==> config.mk <==
export PLATFORM = sky130hd
export DESIGN_NAME = fifo_wr_arbiter_flat
export DESIGN_NICKNAME = d
export VERILOG_FILES = /design/src/rtl/fifo_wr_arbiter_if.sv /design/src/rtl/fifo_wr_arbiter.sv /design/src/flat_wrapper.sv
export SDC_FILE = /design/constraint.sdc
export NUM_CORES = 1
export LEC_CHECK = 0
export ABC_AREA = 1
export CORE_AREA = 2 2 74 76
export DETAILED_ROUTE_END_ITERATION = 10
export DIE_AREA = 0 0 76 78
export PLACE_DENSITY = 0.87
export SLEW_MARGIN = 15
export SYNTH_ARGS = -nofsm -noshare
export SYNTH_HDL_FRONTEND = slang
export SYNTH_SLANG_ARGS = --single-unit
==> constraint.sdc <==
create_clock -name clk -period 3.4 [get_ports clk]
set_input_delay 0.68 -clock clk [delete_from_list [all_inputs] [get_ports clk]]
set_output_delay 0.68 -clock clk [all_outputs]
set_load 0.05 [all_outputs]
==> src/rtl/fifo_wr_arbiter_if.sv <==
// Handshake bundle between the requesters, the arbiter and the shared FIFO write port.
// The slave modport is the arbiter's view; the master modport is the requester/FIFO side.
interface fifo_wr_arbiter_if #(
  parameter int NUM_REQ = 4,
  parameter int WIDTH   = 32
);
  localparam int ID_W = (NUM_REQ == 1) ? 1 : $clog2(NUM_REQ);

  logic [NUM_REQ-1:0]       req_valid;
  logic [NUM_REQ*WIDTH-1:0] req_data;
  logic [NUM_REQ-1:0]       req_ready;
  logic                     fifo_full;
  logic                     fifo_wen;
  logic [WIDTH-1:0]         fifo_in;
  logic [ID_W-1:0]          gnt_id;

  modport slave (
    input  req_valid, req_data, fifo_full,
    output req_ready, fifo_wen, fifo_in, gnt_id
  );

  modport master (
    output req_valid, req_data, fifo_full,
    input  req_ready, fifo_wen, fifo_in, gnt_id
  );
endinterface

==> src/rtl/fifo_wr_arbiter.sv <==
// Round-robin arbiter with bounded burst hold, muxing NUM_REQ writers onto one FIFO write port.
// Grants are combinational in the request cycle; state advances on each rising edge.
module fifo_wr_arbiter #(
  parameter int NUM_REQ   = 4,
  parameter int WIDTH     = 32,
  parameter int MAX_BURST = 2
) (
  input  logic             clk,
  input  logic             rst,
  input  logic             flush,
  fifo_wr_arbiter_if.slave bus
);
  localparam int ID_W  = (NUM_REQ == 1) ? 1 : $clog2(NUM_REQ);
  localparam int CNT_W = $clog2(MAX_BURST + 1);

  logic [ID_W-1:0]    r_rr_ptr;
  logic [ID_W-1:0]    r_last_id;
  logic               r_last_vld;
  logic [CNT_W-1:0]   r_burst_cnt;

  logic               w_block;
  logic               w_hold;
  logic               w_rr_found;
  logic [ID_W-1:0]    w_rr_id;
  logic               w_gnt_vld;
  logic [ID_W-1:0]    w_gnt_id;
  logic [ID_W-1:0]    w_ptr_next;
  logic [CNT_W-1:0]   w_cnt_next;
  logic [NUM_REQ-1:0] w_ready;
  logic [WIDTH-1:0]   w_masked [NUM_REQ];
  logic [WIDTH-1:0]   w_data;

  // rst is folded in so every output is quiet during a reset cycle.
  assign w_block = rst | flush | bus.fifo_full | ~(|bus.req_valid);
  assign w_hold  = r_last_vld && bus.req_valid[r_last_id] &&
                   (r_burst_cnt < CNT_W'(MAX_BURST));

  always_comb begin : rr_search
    int v_idx;
    w_rr_found = 1'b0;
    w_rr_id    = '0;
    for (int k = 0; k < NUM_REQ; k++) begin
      v_idx = int'(r_rr_ptr) + k;
      if (v_idx >= NUM_REQ) v_idx = v_idx - NUM_REQ;
      if (!w_rr_found && bus.req_valid[v_idx]) begin
        w_rr_found = 1'b1;
        w_rr_id    = ID_W'(v_idx);
      end
    end
  end

  assign w_gnt_vld = ~w_block & (w_hold | w_rr_found);
  assign w_gnt_id  = w_gnt_vld ? (w_hold ? r_last_id : w_rr_id) : '0;

  genvar gi;
  generate
    for (gi = 0; gi < NUM_REQ; gi++) begin : g_port
      assign w_ready[gi]  = w_gnt_vld && (w_gnt_id == ID_W'(gi));
      assign w_masked[gi] = bus.req_data[gi*WIDTH +: WIDTH] & {WIDTH{w_ready[gi]}};
    end
  endgenerate

  always_comb begin
    w_data = '0;
    for (int i = 0; i < NUM_REQ; i++) begin
      w_data = w_data | w_masked[i];
    end
  end

  assign bus.req_ready = w_ready;
  assign bus.fifo_wen  = w_gnt_vld;
  assign bus.fifo_in   = w_data;
  assign bus.gnt_id    = w_gnt_id;

  assign w_ptr_next = (int'(w_gnt_id) == NUM_REQ - 1) ? '0 : ID_W'(int'(w_gnt_id) + 1);

  // Repeat grants to the same winner count up and saturate; a new winner restarts at 1.
  always_comb begin
    w_cnt_next = CNT_W'(1);
    if (r_last_vld && (r_last_id == w_gnt_id)) begin
      if (r_burst_cnt < CNT_W'(MAX_BURST)) w_cnt_next = r_burst_cnt + CNT_W'(1);
      else                                 w_cnt_next = r_burst_cnt;
    end
  end

  always_ff @(posedge clk) begin
    if (rst || flush) begin
      r_rr_ptr    <= '0;
      r_last_id   <= '0;
      r_last_vld  <= 1'b0;
      r_burst_cnt <= '0;
    end else if (w_gnt_vld) begin
      r_rr_ptr    <= w_ptr_next;
      r_last_id   <= w_gnt_id;
      r_last_vld  <= 1'b1;
      r_burst_cnt <= w_cnt_next;
    end else begin
      r_last_vld  <= 1'b0;
      r_burst_cnt <= '0;
    end
  end
endmodule

==> src/flat_wrapper.sv <==
// flat-port wrapper written by rule: the top's interface ports become plain ports
module fifo_wr_arbiter_flat 
#(
  parameter int NUM_REQ   = 4,
  parameter int WIDTH     = 32,
  parameter int MAX_BURST = 2
)
  (clk, rst, flush, bus_req_valid, bus_req_data, bus_fifo_full, bus_req_ready, bus_fifo_wen, bus_fifo_in, bus_gnt_id);
  fifo_wr_arbiter_if #(.NUM_REQ(NUM_REQ), .WIDTH(WIDTH)) bus_i ();
  input  logic clk;
  input  logic rst;
  input  logic flush;
  input wire logic [$bits(bus_i.req_valid)-1:0] bus_req_valid;
  input wire logic [$bits(bus_i.req_data)-1:0] bus_req_data;
  input wire logic [$bits(bus_i.fifo_full)-1:0] bus_fifo_full;
  output wire logic [$bits(bus_i.req_ready)-1:0] bus_req_ready;
  output wire logic [$bits(bus_i.fifo_wen)-1:0] bus_fifo_wen;
  output wire logic [$bits(bus_i.fifo_in)-1:0] bus_fifo_in;
  output wire logic [$bits(bus_i.gnt_id)-1:0] bus_gnt_id;
  assign bus_i.req_valid = bus_req_valid;
  assign bus_i.req_data = bus_req_data;
  assign bus_i.fifo_full = bus_fifo_full;
  assign bus_req_ready = bus_i.req_ready;
  assign bus_fifo_wen = bus_i.fifo_wen;
  assign bus_fifo_in = bus_i.fifo_in;
  assign bus_gnt_id = bus_i.gnt_id;
  fifo_wr_arbiter #(.NUM_REQ(NUM_REQ), .WIDTH(WIDTH), .MAX_BURST(MAX_BURST)) u_core (.clk(clk), .rst(rst), .flush(flush), .bus(bus_i));
endmodule
==> results of run 1 <==
[cells by family (layout without fill, tap and decap cells)]
| group | Yosys count | in the layout | synth area share |
|---|---|---|---|
| buf+inv | 38 | 237 | 0.111 |
| compound gates | 11 | 11 | 0.0386 |
| fa+ha+maj | 4 | 4 | 0.0335 |
| simple gates | 236 | 236 | 0.717 |
| flops | 7 | 7 | 0.0939 |
| xor+xnor | 1 | 1 | 0.00587 |
[state kept, by name (all words and copies together) (netlist names)]
| register | cells |
|---|---|
| u_core.r_last_id | 2 |
| u_core.r_burst_cnt | 2 |
| u_core.r_rr_ptr | 2 |
| u_core.r_last_vld | 1 |
[stage by stage]
step           cell area [sq um]  hold WS [ns]  setup WS (ns)   util
2_1_floorplan               1690         0.484       -0.00343      -
3_3_place_gp                3990         0.497         -0.325  0.792
3_5_place_dp                3990         0.504         -0.397  0.792
4_1_cts                     4140         0.540         0.0179  0.821
5_1_grt                     4250         0.564         -0.110  0.842
6_report                    4250         0.543         0.0268  0.842
[cells in the final DEF (no fill, tap or decap), types with 4 or more instances in the layout]
master           instances
inv_2                    4
nand2_2                 13
buf_12                  42
dfxtp_1                  6
inv_1                   10
inv_6                    4
nand2_1                158
nand3_2                  7
nand4_1                 35
inv_4                    5
clkdlybuf4s50_1        128
buf_4                   23
nand2_4                  8
buf_6                    5
[worst reg2reg max path, stage by stage (launching register included)]
cell,delay [ns]
dfxtp_1,0.39
inv_2,0.13
nand2_1,0.09
nand2_2,0.07
nand2_1,0.10
nand2_2,0.07
nor2_4,0.14
nand3_2,0.09
nand3_2,0.12
nand4_4,0.15
buf_4,0.17
buf_4,0.12
buf_4,0.13
nand2_1,0.05
nand2_1,0.07
nand3_1,0.07
nand2_1,0.06
inv_1,0.06
[worst max path at each step]
stage	slack, ns	end	cells past startpoint
floorplan	-0.003	bus_fifo_in[25]	17
global placement	-0.32	bus_fifo_in[7]	19
detailed placement	-0.40	bus_fifo_in[13]	19
CTS	0.02	bus_fifo_in[13]	19
global route	-0.11	bus_fifo_in[3]	16
finish	0.03	bus_fifo_in[3]	16
[layer usage]
| layer | global-route usage | part of all wire |
|---|---|---|
| met1 | 0.315 | 0.37 |
| met2 | 0.550 | 0.53 |
| met3 | 0.0779 | 0.080 |
| met4 | 0.100 | 0.029 |
| met5 | 0 | 0 |
[layout make-up]
class                      count  area share
timing repair buffer         206       0.574
multi-input combinational    252       0.323
inverter                      25      0.0351
sequential                     7      0.0333
tap                           70      0.0206
clock buffer                   4      0.0106
timing repair inverter         2     0.00412
[power breakdown]
| group | total [W] | switching, W | internal (W) | leakage, nW |
|---|---|---|---|---|
| registers | 0.0000862 | 0.00000184 | 0.0000844 | 0.0573 |
| logic | 0.000383 | 0.000158 | 0.000226 | 1.70 |
| clock network | 0.000117 | 0.0000363 | 0.0000811 | 0.0228 |
[timing repair]
| action | in CTS | in global routing |
|---|---|---|
| gates resized for setup | 30 | 30 |
| cloned | 1 | 3 |
| pin swaps | 16 | 17 |
| setup buffers | 4 | 2 |
| setup endpoints to repair | 36 | 32 |
==> run_results.csv, run 1 <==
group,metric,value,unit
grt,globalRouteOverflowTotal,0,
routing,routedWlPerCell,17.0,um
clock_tree,clk_path_buf_depth,2,
clock_tree,cts_sinks,7,
worst_setup_path,start_kind,"input pin",
timing,fmax,296,MHz
routing,vias,2809,
synth,synth-seq-area-share,0.0939,
timing,hold_viol_final,0,
timing,setup_violations,0,
hold_path,holdPathStages,2,
hold_path,hold_start,"u_core.r_burst_cnt[0]",
synth,yosysTopAreaCellShare,0.427,
timing,rsz0062_at_grt,"yes",
die,rows,26,
worst_setup_path,cp_slowest_stage_delay,0.21,ns
timing,finalSetupTns,0,ns
layout,fin_nets,637,
synth,synthTopCellsByCount,"170 x nand2_1, 35 x nand4_1, 16 x inv_1",
hold_path,holdCritPathClass,"register to register",
worst_setup_path,path_cells,"buf_2, nand2_1, o21ai_1, nand2_1, nand2_2, nor2_4, nand4_1, nand4_4, clkinvlp_4, ha_4, nand2_2, inv_4, buf_12, nand2_1, nand4_1, buf_12",
job,drv_cap,0,
die,core,5040,sq um
worst_setup_path,ff2ff_path_depth,17,
timing,slew_violations,0,
run_status,status,"completed",
place,port_buffers,174,
synth,syn-num-nets,437,
grt,grt_pass1_vias,2836,
layout,drive_gt1_frac,0.282,
synth,ys_types,21,
worst_setup_path,timing.rr.start,"u_core.r_rr_ptr[0]",
die,initial_core_util,0.296,
clock_tree,cts_tree,"yes",
place,dp_hpwl,7.27,mm
timing,post-route-period-util,0.992,
synth,synth_area_leader_cell,"nand2_1",
place,place.gp.congestion,0.942,
synth,synth_area_leaders,"nand2_1 43%, nand4_1 15%, dfxtp_1 9.4%, buf_2 4.0%, nand3_2 4.0%",
synth,synth-seq-cells,7,
place,placed_cells,553,
die,die_h,78,um
worst_setup_path,critical_path.slowest_cell,"nand4_1",
worst_setup_path,path_buf_inv,5,
worst_setup_path,r2r-end,"u_core.r_burst_cnt[0]",
timing,slew_headroom,0.809,
grt,gr-usage-all-layers,0.292,
synth,synth_cells,297,
synth,async_flop_share,0,
routing,avgViaCountPerCell,4.96,
layout,register_area,141,sq um
synth,yosys.cell_count.top_type,"nand2_1",
worst_setup_path,startpoint,"bus_req_valid[2]",
synth,synth-edff-count,0,
pwr,p_leak,1.78,nW
die,ioPinCount,175,
layout,n_antenna_cell,0,
clock_tree,h-tree-depth,1,
worst_setup_path,worstPathArrival,2.69,ns
synth,yosysWarnings,0,
timing,worstMarginPinSlew,0.286,ns
layout,num-fill-cells,308,
layout,multi_input_area,1370,sq um
worst_setup_path,crit_family,"simple AND/OR/NAND/NOR gates",
synth,syn_area_per_cell,5.03,sq um
worst_setup_path,cp_common_cell,"nand2_1",
worst_setup_path,path_max_fanout,11,
grt,grt_pass1_wl,14.0,mm
pwr,power.density,138,nW/um^2
routing,drtPass1Iterations,4,
pwr,power,0.000587,W
synth,synth_area,1490,sq um
worst_setup_path,rrSetupSlack,1.26,ns
timing,final.min_clock_period,3.37,ns
synth,ys.flop_type,"dfxtp_1",
routing,totalWireLength,9.61,mm
layout,fin_cells,566,
clock_tree,cts-root-buf,"clkbuf_8",
grt,grt_max_degree,34,
layout,syn_to_final_growth,184,%
hold_path,min_to,"u_core.r_burst_cnt[1]",
clock_tree,clock_latency,0.23,ns
clock_tree,hold_buffers,0,
worst_setup_path,cp-end-kind,"primary output",
routing,drtIter0Drc,157,
die,die_width,76,um
pwr,peakVddDrop,203,uV
clock_tree,cts-buffers-inserted,3,
worst_setup_path,crit_type,"input pin to primary output",
routing,drc_errors,0,
timing,fin_skew,0.00543,ns
die,dieArea,5930,sq um
grt,antenna_found_initial,0,
routing,postRouteAntennaNets,0,
worst_setup_path,worst_ep_required_time,2.72,ns
clock_tree,cts.clk_slew.worst_paths,0.04,ns
(Power assumes the default switching activity.)
==> inputs of run 2 (changes only) <==
- CELL_PAD_IN_SITES_DETAIL_PLACEMENT: unset -> 1
- CELL_PAD_IN_SITES_GLOBAL_PLACEMENT: unset -> 1
- CORE_AREA: 2 2 74 76 -> 2 2 100 102
- DIE_AREA: 0 0 76 78 -> 0 0 102 104
- PLACE_DENSITY: 0.87 -> unset
- PLACE_DENSITY_LB_ADDON: unset -> 0.1
==> run 2 against run 1 <==
Net effect: routed wire length up 12%; power up 0.28%; design area rose by 4.9%; core utilization shrank 38 points; worst hold slack lost 0.0082 ns; clock power barely moved; fmax increased by 0.65%; clock skew down 0.0017 ns; first-iteration DRC count fell by 71%; non-clock buffer count is 4 higher; register-to-register slack gained 0.09 ns; critical path depth is 2 higher; largest power group unchanged.
==> run_results.csv, run 2 (synthesis results as in run 1) <==
group,metric,value,unit
worst_setup_path,path_max_fanout,13,
pwr,power,0.000589,W
place,dp_hpwl,8.52,mm
routing,postRouteAntennaNets,0,
layout,num-fill-cells,1166,
layout,top_regs,"u_core.r_burst_cnt x2, u_core.r_last_id x2, u_core.r_rr_ptr x2",
worst_setup_path,worstPathArrival,2.67,ns
die,initial_core_util,0.156,
routing,drc_errors,0,
layout,fin_util,0.467,
die,dieArea,10600,sq um
timing,finalHoldWorstSlack,0.535,ns
worst_setup_path,rrSetupSlack,1.35,ns
timing,setup_violations,0,
worst_setup_path,worst_ep_required_time,2.72,ns
clock_tree,cts-buffers-inserted,3,
hold_path,holdCritPathClass,"register to register",
layout,syn_to_final_growth,199,%
routing,vias,2747,
routing,drtPass1Iterations,4,
timing,post-route-period-util,0.986,
clock_tree,cts_sinks,7,
grt,globalRouteOverflowTotal,0,
timing,hold_viol_final,0,
grt,antenna_found_initial,0,
clock_tree,cts-root-buf,"clkbuf_8",
place,place.gp.congestion,0.819,
pwr,peakVddDrop,167,uV
pwr,power.density,132,nW/um^2
timing,slew_violations,0,
layout,fin_nets,639,
grt,grt_max_degree,27,
layout,final_common_cell,"nand2_1",
worst_setup_path,crit_type,"input pin to primary output",
die,ioPinCount,175,
layout,final_cell_mix,"149 x nand2_1, 129 x clkdlybuf4s50_1, 45 x buf_12, 35 x nand4_1, 22 x nand2_2",
layout,register_area,145,sq um
grt,gr-usage-all-layers,0.180,
timing,final.min_clock_period,3.35,ns
clock_tree,clock_latency,0.22,ns
routing,avgViaCountPerCell,4.35,
timing,fin_skew,0.00377,ns
timing,worstMarginPinSlew,0.322,ns
clock_tree,hold_buffers,0,
layout,multi_input_area,1380,sq um
routing,routedWlPerCell,17.1,um
worst_setup_path,start_kind,"input pin",
grt,grt_pass1_vias,2652,
job,drv_cap,0,
clock_tree,cts.clk_slew.worst_paths,0.04,ns
clock_tree,clk_path_buf_depth,2,
layout,drive_gt1_frac,0.303,
timing,fmax,298,MHz
routing,drtIter0Drc,46,
timing,rsz0062_at_grt,"yes",
clock_tree,cts_tree,"yes",
die,core,9550,sq um
pwr,p_leak,1.86,nW
die,die_h,104,um
run_status,status,"completed",
place,port_buffers,174,
clock_tree,h-tree-depth,1,
worst_setup_path,cp-end-kind,"primary output",
timing,slew_headroom,0.783,
grt,grt_pass1_wl,15.1,mm
die,rows,36,
die,die_width,102,um
layout,n_antenna_cell,0,
routing,totalWireLength,10.8,mm
## run 2: cell types whose count changed in the layout (fill, tap and decap cells not counted), moves of 3 or more
cell / change
buf_4: -3
inv_6: -3
nand2_1: -9
buf_12: +3
buf_2: -3
clkbuf_16: +3
nand2_2: +9
## run 2: report_power, final
group          total [W]  switching, W  internal [W]
clock network   0.000115     0.0000337     0.0000809
logic           0.000388      0.000156      0.000232
registers      0.0000858    0.00000195     0.0000838
## run 2: worst max-delay path, stage by stage
cell and delay, ns:
buf_6 0.10, clkinv_8 0.05, o21ai_1 0.12, nand2_1 0.10, buf_4 0.14, nand2_1 0.07
nand2_2 0.07, nand3_4 0.09, nand4_4 0.15, buf_6 0.15, buf_6 0.11, ha_4 0.15
nand2_4 0.08, inv_6 0.05, clkbuf_16 0.17, nand2_2 0.06, nand4_1 0.14, buf_12 0.19
## run 2: cell type report
| type | count | area share |
|---|---|---|
| timing repair buffer | 210 | 0.577 |
| multi-input combinational | 252 | 0.310 |
| tap | 133 | 0.0373 |
| inverter | 25 | 0.0328 |
| sequential | 7 | 0.0326 |
| clock buffer | 4 | 0.0101 |
## run 2: layer usage
| metal | global-route usage | part of all wire | vias up |
|---|---|---|---|
| li1 | - | - | 1360 |
| met1 | 0.218 | 0.41 | 1284 |
| met2 | 0.327 | 0.51 | 95 |
| met3 | 0.0383 | 0.073 | 8 |
| met4 | 0.0248 | 0.012 | 0 |
| met5 | 0 | 0 | - |
## run 2: path summary, 6_finish.rpt
kind	from	endpoint	depth (start not counted)
worst max-delay path	bus_req_valid[3]	bus_fifo_in[28]	18
worst min-delay path	u_core.r_last_id[1]	u_core.r_last_id[1]	2
worst max register to register	u_core.r_rr_ptr[1]	u_core.r_rr_ptr[1]	13
worst min register to register	u_core.r_last_id[1]	u_core.r_last_id[1]	2
## run 2: through the flow
stage | setup TNS, ns | area (sq um) | instances | setup WS [ns]
floorplan | -0.00343 | 1690 | 297 | -0.00343
global placement | -10.78 | 4090 | 613 | -0.372
detailed placement | -11.96 | 4090 | 613 | -0.383
CTS | -0.0265 | 4160 | 619 | -0.00572
global route | -1.16 | 4460 | 631 | -0.0654
finish | 0 | 4460 | 631 | 0.0485
## run 2: timing repair
| item | 4_1_cts | 5_1_grt |
|---|---|---|
| setup endpoints to repair | 35 | 33 |
| gates resized for setup | 13 | 60 |
| setup buffers | 2 | 7 |
| gates cloned | 0 | 5 |
| pin swaps | 11 | 31 |
==> inputs of run 3 (changes only) <==
- MAX_ROUTING_LAYER: unset -> met4
==> run 3 against run 2 <==
Net effect: worst hold slack hardly changed; final cell count is 0.63% lower; global-route usage up 0.49 points; first-iteration DRC count down 4.3%; critical path type unchanged; power shrank 1.2%; setup slack better by 0.070 ns; sequential share of layout area hardly changed.
==> run_results.csv, run 3 (synthesis results as in run 1) <==
group,metric,value,unit
run_status,status,"completed",
hold_path,holdCritPathClass,"register to register",
grt,globalRouteOverflowTotal,0,
timing,worstMarginPinSlew,0.322,ns
place,place.gp.congestion,0.831,
pwr,seq_power_share,0.148,
pwr,switching_power,0.000189,W
layout,final_common_cell,"nand2_1",
routing,drtIter0Drc,44,
worst_setup_path,worstPathArrival,2.60,ns
pwr,clockPowerShare,0.199,
timing,setup_violations,0,
die,core,9550,sq um
worst_setup_path,path_max_fanout,13,
timing,slew_violations,0,
worst_setup_path,worst_ep_required_time,2.72,ns
routing,totalWireLength,10.6,mm
clock_tree,clock_latency,0.23,ns
clock_tree,clk_path_buf_depth,2,
clock_tree,cts_tree,"yes",
die,die_width,102,um
timing,hold_viol_final,0,
grt,antenna_found_initial,0,
pwr,power.density,133,nW/um^2
timing,post-route-period-util,0.965,
layout,drive_gt1_frac,0.275,
layout,register_area,141,sq um
timing,fmax,305,MHz
layout,fin_nets,635,
worst_setup_path,crit_type,"input pin to primary output",
grt,grt_max_degree,27,
pwr,power,0.000582,W
layout,syn_to_final_growth,193,%
die,die_h,104,um
place,port_buffers,174,
routing,drc_errors,0,
timing,fin_skew,0.00463,ns
layout,num-fill-cells,1172,
routing,routedWlPerCell,17.0,um
routing,avgViaCountPerCell,4.34,
die,dieArea,10600,sq um
clock_tree,h-tree-depth,1,
pwr,internal-power,0.000393,W
clock_tree,hold_buffers,0,
timing,final.min_clock_period,3.28,ns
grt,grt_pass1_wl,15.0,mm
worst_setup_path,start_kind,"input pin",
layout,final_cell_mix,"158 x nand2_1, 129 x clkdlybuf4s50_1, 45 x buf_12, 35 x nand4_1, 20 x buf_4",
grt,grt_pass1_vias,2655,
pwr,peakVddDrop,185,uV
die,initial_core_util,0.156,
layout,multi_input_area,1360,sq um
clock_tree,cts-buffers-inserted,3,
place,dp_hpwl,8.52,mm
routing,postRouteAntennaNets,0,
pwr,p_comb_frac,0.653,
grt,gr-usage-all-layers,0.185,
die,ioPinCount,175,
routing,drtPass1Iterations,4,
job,drv_cap,0,
worst_setup_path,cp-end-kind,"primary output",
pwr,p_leak,1.83,nW
timing,finalSetupTns,0,ns
die,rows,36,
layout,n_antenna_cell,0,
layout,top_regs,"u_core.r_burst_cnt x2, u_core.r_last_id x2, u_core.r_rr_ptr x2",
routing,vias,2724,
clock_tree,cts-root-buf,"clkbuf_8",
clock_tree,cts.clk_slew.worst_paths,0.04,ns
clock_tree,cts_sinks,7,
pwr,swShare,0.325,
timing,slew_headroom,0.783,
## run 3: power groups by stage
stage / clock, W / sequential (W) / combinational, W
floorplan: 0 / 0.0000871 / 0.000118
global placement: 0 / 0.0000874 / 0.000363
detailed placement: 0 / 0.0000875 / 0.000367
CTS: 0.000118 / 0.0000861 / 0.000371
global route: 0.000124 / 0.0000863 / 0.000402
finish: 0.000116 / 0.0000861 / 0.000380
## run 3: stage by stage
stage | area [sq um] | util | setup slack [ns] | instances | hold WS [ns]
2_1_floorplan | 1690 | - | -0.00343 | 297 | 0.484
3_3_place_gp | 4090 | 0.428 | -0.372 | 613 | 0.527
3_5_place_dp | 4090 | 0.428 | -0.383 | 613 | 0.532
4_1_cts | 4160 | 0.436 | -0.00572 | 619 | 0.541
5_1_grt | 4370 | 0.458 | -0.0221 | 627 | 0.557
6_report | 4370 | 0.458 | 0.118 | 627 | 0.534
## run 3: final timing paths
kind                            start             endpoint  slack [ns]  cells after the start
setup / recovery     bus_req_valid[3]      bus_fifo_in[28]        0.12                     17
hold / removal    u_core.r_last_id[1]  u_core.r_last_id[1]        0.53                      2
setup reg to reg   u_core.r_rr_ptr[0]   u_core.r_rr_ptr[1]        1.40                     12
hold reg to reg   u_core.r_last_id[1]  u_core.r_last_id[1]        0.53                      2
## run 3: cell type report
cell class | instances | share of cell area
clock buffers | 4 | 0.0103
inverters | 25 | 0.0306
multi-input cells | 252 | 0.310
repair buffers | 206 | 0.578
flip-flops and latches | 7 | 0.0323
well taps | 133 | 0.0381
## run 3: critical path: stages
cell,delay [ns]
buf_6,0.10
clkinv_8,0.05
o21ai_1,0.12
nand2_1,0.10
buf_4,0.14
nand2_1,0.05
nand2_1,0.10
nand3_4,0.11
nand4_4,0.14
buf_6,0.15
ha_4,0.15
nand2_4,0.07
inv_4,0.06
clkbuf_16,0.17
nand2_2,0.06
nand4_1,0.14
buf_12,0.20
## run 3: per-layer routing
metal | part of all wire | track usage | up-vias
met5 | 0 | - | -
met4 | 0.012 | 0.0248 | 0
met3 | 0.076 | 0.0397 | 8
met2 | 0.50 | 0.326 | 94
met1 | 0.41 | 0.218 | 1271
li1 | - | - | 1351
## run 3: timing repair
item / in CTS / in global routing
cloned: 0 / 4
pin swaps: 11 / 12
setup buffers: 2 / 4
endpoints found under the setup margin: 35 / 33
gates resized for setup: 13 / 38
